--- config.mk ---
export PLATFORM = sky130hd
export DESIGN_NAME = multi_data_sync
export DESIGN_NICKNAME = d
export VERILOG_FILES = /design/src/rtl/multi_data_sync.sv
export SDC_FILE = /design/constraint.sdc
export NUM_CORES = 1
export LEC_CHECK = 0
export ABC_AREA = 1
export CORE_MARGIN = 2
export CORE_UTILIZATION = 37
export DETAILED_ROUTE_END_ITERATION = 6
export GPL_ROUTABILITY_DRIVEN = 1
export HOLD_SLACK_MARGIN = 0.15
export PLACE_DENSITY = 0.8
export SLEW_MARGIN = 20
export SYNTH_ARGS = -nofsm -noshare
export SYNTH_HDL_FRONTEND = slang
export SYNTH_SLANG_ARGS = --single-unit
--- constraint.sdc ---
create_clock -name CLK -period 0.8 [get_ports CLK]
set_input_delay 0.16 -clock CLK [delete_from_list [all_inputs] [get_ports CLK]]
set_output_delay 0.16 -clock CLK [all_outputs]
set_load 0.01 [all_outputs]
--- src/rtl/multi_data_sync.sv ---
// Multi-channel data synchronizer: each channel's asynchronous enable is passed through a
// flop chain, and an edge on the chain output captures that channel's bus into a valid/ready holding register.
module multi_data_sync #(
    parameter int NUM_STAGES   = 2,
    parameter int BUS_WIDTH    = 8,
    parameter int NUM_CHANNELS = 2,
    parameter int TOGGLE_MODE  = 0
) (
    input  logic                              CLK,
    input  logic                              RST,
    input  logic [NUM_CHANNELS*BUS_WIDTH-1:0] unsync_bus,
    input  logic [NUM_CHANNELS-1:0]           bus_enable,
    input  logic [NUM_CHANNELS-1:0]           sync_ready,
    input  logic [NUM_CHANNELS-1:0]           clr_overrun,
    output logic [NUM_CHANNELS*BUS_WIDTH-1:0] sync_bus,
    output logic [NUM_CHANNELS-1:0]           enable_pulse,
    output logic [NUM_CHANNELS-1:0]           sync_valid,
    output logic [NUM_CHANNELS-1:0]           overrun
);

    genvar gi;
    generate
        for (gi = 0; gi < NUM_CHANNELS; gi++) begin : g_chan
            logic [NUM_STAGES-1:0] chain_q, chain_d;
            logic                  hist_q, hist_d;
            logic [BUS_WIDTH-1:0]  data_q, data_d;
            logic                  pulse_q, pulse_d;
            logic                  valid_q, valid_d;
            logic                  ovr_q, ovr_d;
            logic                  evt;

            always_comb begin
                chain_d = {chain_q[NUM_STAGES-2:0], bus_enable[gi]};
                hist_d  = chain_q[NUM_STAGES-1];
                if (TOGGLE_MODE != 0) begin
                    evt = chain_q[NUM_STAGES-1] ^ hist_q;
                end else begin
                    evt = chain_q[NUM_STAGES-1] & ~hist_q;
                end

                data_d  = data_q;
                pulse_d = evt;
                valid_d = valid_q;
                ovr_d   = ovr_q;

                // A new capture always wins over a consume in the same cycle
                if (evt) begin
                    data_d  = unsync_bus[gi*BUS_WIDTH +: BUS_WIDTH];
                    valid_d = 1'b1;
                end else if (valid_q && sync_ready[gi]) begin
                    valid_d = 1'b0;
                end

                if (evt && valid_q && !sync_ready[gi]) begin
                    ovr_d = 1'b1;
                end else if (clr_overrun[gi]) begin
                    ovr_d = 1'b0;
                end
            end

            always_ff @(posedge CLK) begin
                if (!RST) begin
                    chain_q <= '0;
                    hist_q  <= 1'b0;
                    data_q  <= '0;
                    pulse_q <= 1'b0;
                    valid_q <= 1'b0;
                    ovr_q   <= 1'b0;
                end else begin
                    chain_q <= chain_d;
                    hist_q  <= hist_d;
                    data_q  <= data_d;
                    pulse_q <= pulse_d;
                    valid_q <= valid_d;
                    ovr_q   <= ovr_d;
                end
            end

            assign sync_bus[gi*BUS_WIDTH +: BUS_WIDTH] = data_q;
            assign enable_pulse[gi] = pulse_q;
            assign sync_valid[gi]   = valid_q;
            assign overrun[gi]      = ovr_q;
        end
    endgenerate

endmodule

==> qor.csv, run 1 <==
metric,value,unit
regArea,596.8,sq um
path_cells,buf_6,
cts_tree,yes,
die_w,58.92,um
critical-path-top-delay-family,flip-flops,
setup_viol,33,
die_area,3472,sq um
clock.fmax,1.059,GHz
multi_input_area,395.4,sq um
critPathMaxStageDelay,0.36,ns
dp_hpwl,1611,um
critPathCaptureType,output port,
cp-start-kind,register,
via_per_inst,4.468,
layout-drive-gt1-share,0.3900,
netlist.area_leader.share,0.5022,
detailedRoute.firstPassIterationCount,6,
grt_pass1_vias,1033,
fin_skew,0.006100,ns
yosysWarnings,0,
synthToLayoutAreaGrowth,59.53,%
ant_nets,0,
numCtsBuffers,3,
maxSlewViolCount,0,
syn-cell-area,1116,sq um
powerDensity,1426,nW/um^2
rsz0062_at_grt,yes,
nFillCells,259,
synth_cell_types,13,
placementRows,19,
timing.final.ws_setup,-0.1445,ns
cap_violations,0,
root_buffer,clkbuf_4,
clock-sinks,28,
avgSynthCellArea,7.391,sq um
outcome,"finished, violations left",
critPathSlowestCell,dfxtp_2,
overflow,0,
path_class,register to output port,
cts_hold_buf,0,
critPathArrivalTime,0.78,ns
worst_ep_required_time,0.64,ns
worstPathBufferInverterCount,1,
wire_per_inst,10.58,um
crit_fanout,2,
core_area,2805,sq um
hold_viol_final,0,
synth.largest_area_cell,dfxtp_1,
violations,"design-rule violations, negative setup slack",
hold_class,input port to register,
htree_levels,1,
mostFrequentLayoutCells,"26 x buf_6, 25 x nor2_1, 24 x inv_1",
layout_commonest_cell,buf_6,
drc,5,
routed_wl,2443,um
ys_seq_elements,28,
die_y,58.92,um
clk_pin_slew,0.14,ns
drt_iter0_drc,18,
num_antenna_cells,0,
place_area,1595,sq um
fin_crit,0.9445,ns
synthTopCellsByArea,"dfxtp_1 50%, nor2_1 10%, inv_1 8.7%, nand3_1 8.1%, nand2_1 8.1%",
io_pins,46,
dr_total_vias,1032,
design_area,1780,sq um
syn_inst,151,
grt_pass1_wl,4181,um
place_congestion,0.7791,
p_leak,0.8824,nW
fin_crit_sh,1.181,
fin_setup_tns,-3.228,ns
portBuffers,45,
r2r_slack,-0.04,ns
fin_nets,226,
cts.path.max_buffers,2,
synth_nets,175,
grt_use_total,0.1570,
ir_drop,0.001031,V
maxSlewHeadroom,0.8523,
seq_area_frac_synth,0.5022,
tightest_slew,0.2211,ns
grt_max_degree,15,
clk_latency,0.31,ns
antenna_found_initial,0,
start_util,0.3979,
==> cells in the mapped netlist (all sizes together) <==
cell and n:
buf 11, dfxtp 28, inv 28, nand2 24
nand3 18, nand3b 2, nor2 36, o21ai 4
==> sequential cells by signal, summed over array words and instances (netlist names) <==
signal,count
g_chan.chain_q,4
g_chan.pulse_q,2
g_chan.data_q,16
g_chan.hist_q,2
g_chan.ovr_q,2
g_chan.valid_q,2
==> final cells by class <==
class                           instances  share of cell area
Multi-Input combinational cell         84              0.2221
Inverter                               28             0.06184
Sequential cell                        28              0.3352
Tap cell                               31             0.02178
Clock buffer                            3             0.01265
Timing Repair Buffer                   57              0.3465
==> per-stage QoR <==
stage                 util  total power, mW  hold WS (ns)  setup WS, ns  instances
finish              0.6347            2.538        0.3505       -0.1445        231
detailed placement  0.5687            1.946        0.3990       -0.3684        224
global route        0.6347            2.710        0.3527       -0.2039        231
CTS                 0.6062            2.552        0.3328       -0.1613        228
global placement    0.5687            1.941        0.3919       -0.3160        224
floorplan                -            1.709        0.2535       0.04026        151
==> where the power goes <==
| group | internal [mW] | leakage, nW | switching, mW |
|---|---|---|---|
| sequential | 1.46 | 0.240 | 0.0451 |
| combinational | 0.300 | 0.628 | 0.183 |
| clock | 0.176 | 0.0138 | 0.372 |
==> repair_timing <==
action / in CTS / in global routing
pin swaps: 11 / 11
endpoints found under the hold margin: 0 / 0
buffers inserted: 0 / 3
cloned: 1 / 1
endpoints found under the setup margin: 40 / 43
resized for setup: 137 / 19
==> tightest hold or removal path, delay by kind of cell <==
family	cells	cell delay (ns)
buf+inv	2	0.42
simple gates	1	0.05
==> path summary, 6_finish.rpt <==
kind / from / end / depth (start not counted)
worst max-delay path: g_chan[0].data_q[3] / sync_bus[3] / 1
worst min-delay path: bus_enable[0] / g_chan[0].chain_q[0] / 3
worst max register to register: g_chan[1].hist_q / g_chan[1].data_q[0] / 4
worst min register to register: g_chan[1].chain_q[0] / g_chan[1].chain_q[1] / 2
==> cell families (layout without fill, tap and decap cells) <==
kind of cell | count (synthesis) | count (layout) | synth area share
simple gates | 80 | 80 | 0.3117
buf+inv | 39 | 88 | 0.1682
compound gates | 4 | 4 | 0.01794
flops | 28 | 28 | 0.5022
==> metal layers <==
layer / global-route usage / wire, um
met5: 0 / 0
met3: 0.04396 / 232
met1: 0.1673 / 1029
met4: 0.05844 / 0
met2: 0.2905 / 1181
No activity file was read; power rests on OpenSTA's default activity.
==> inputs of run 2 (changes only) <==
- CAP_MARGIN: not set -> 20
- CTS_CLUSTER_SIZE: not set -> 25
==> results of run 2 <==
The final DEF is identical to that of run 1; final timing and power are the same.
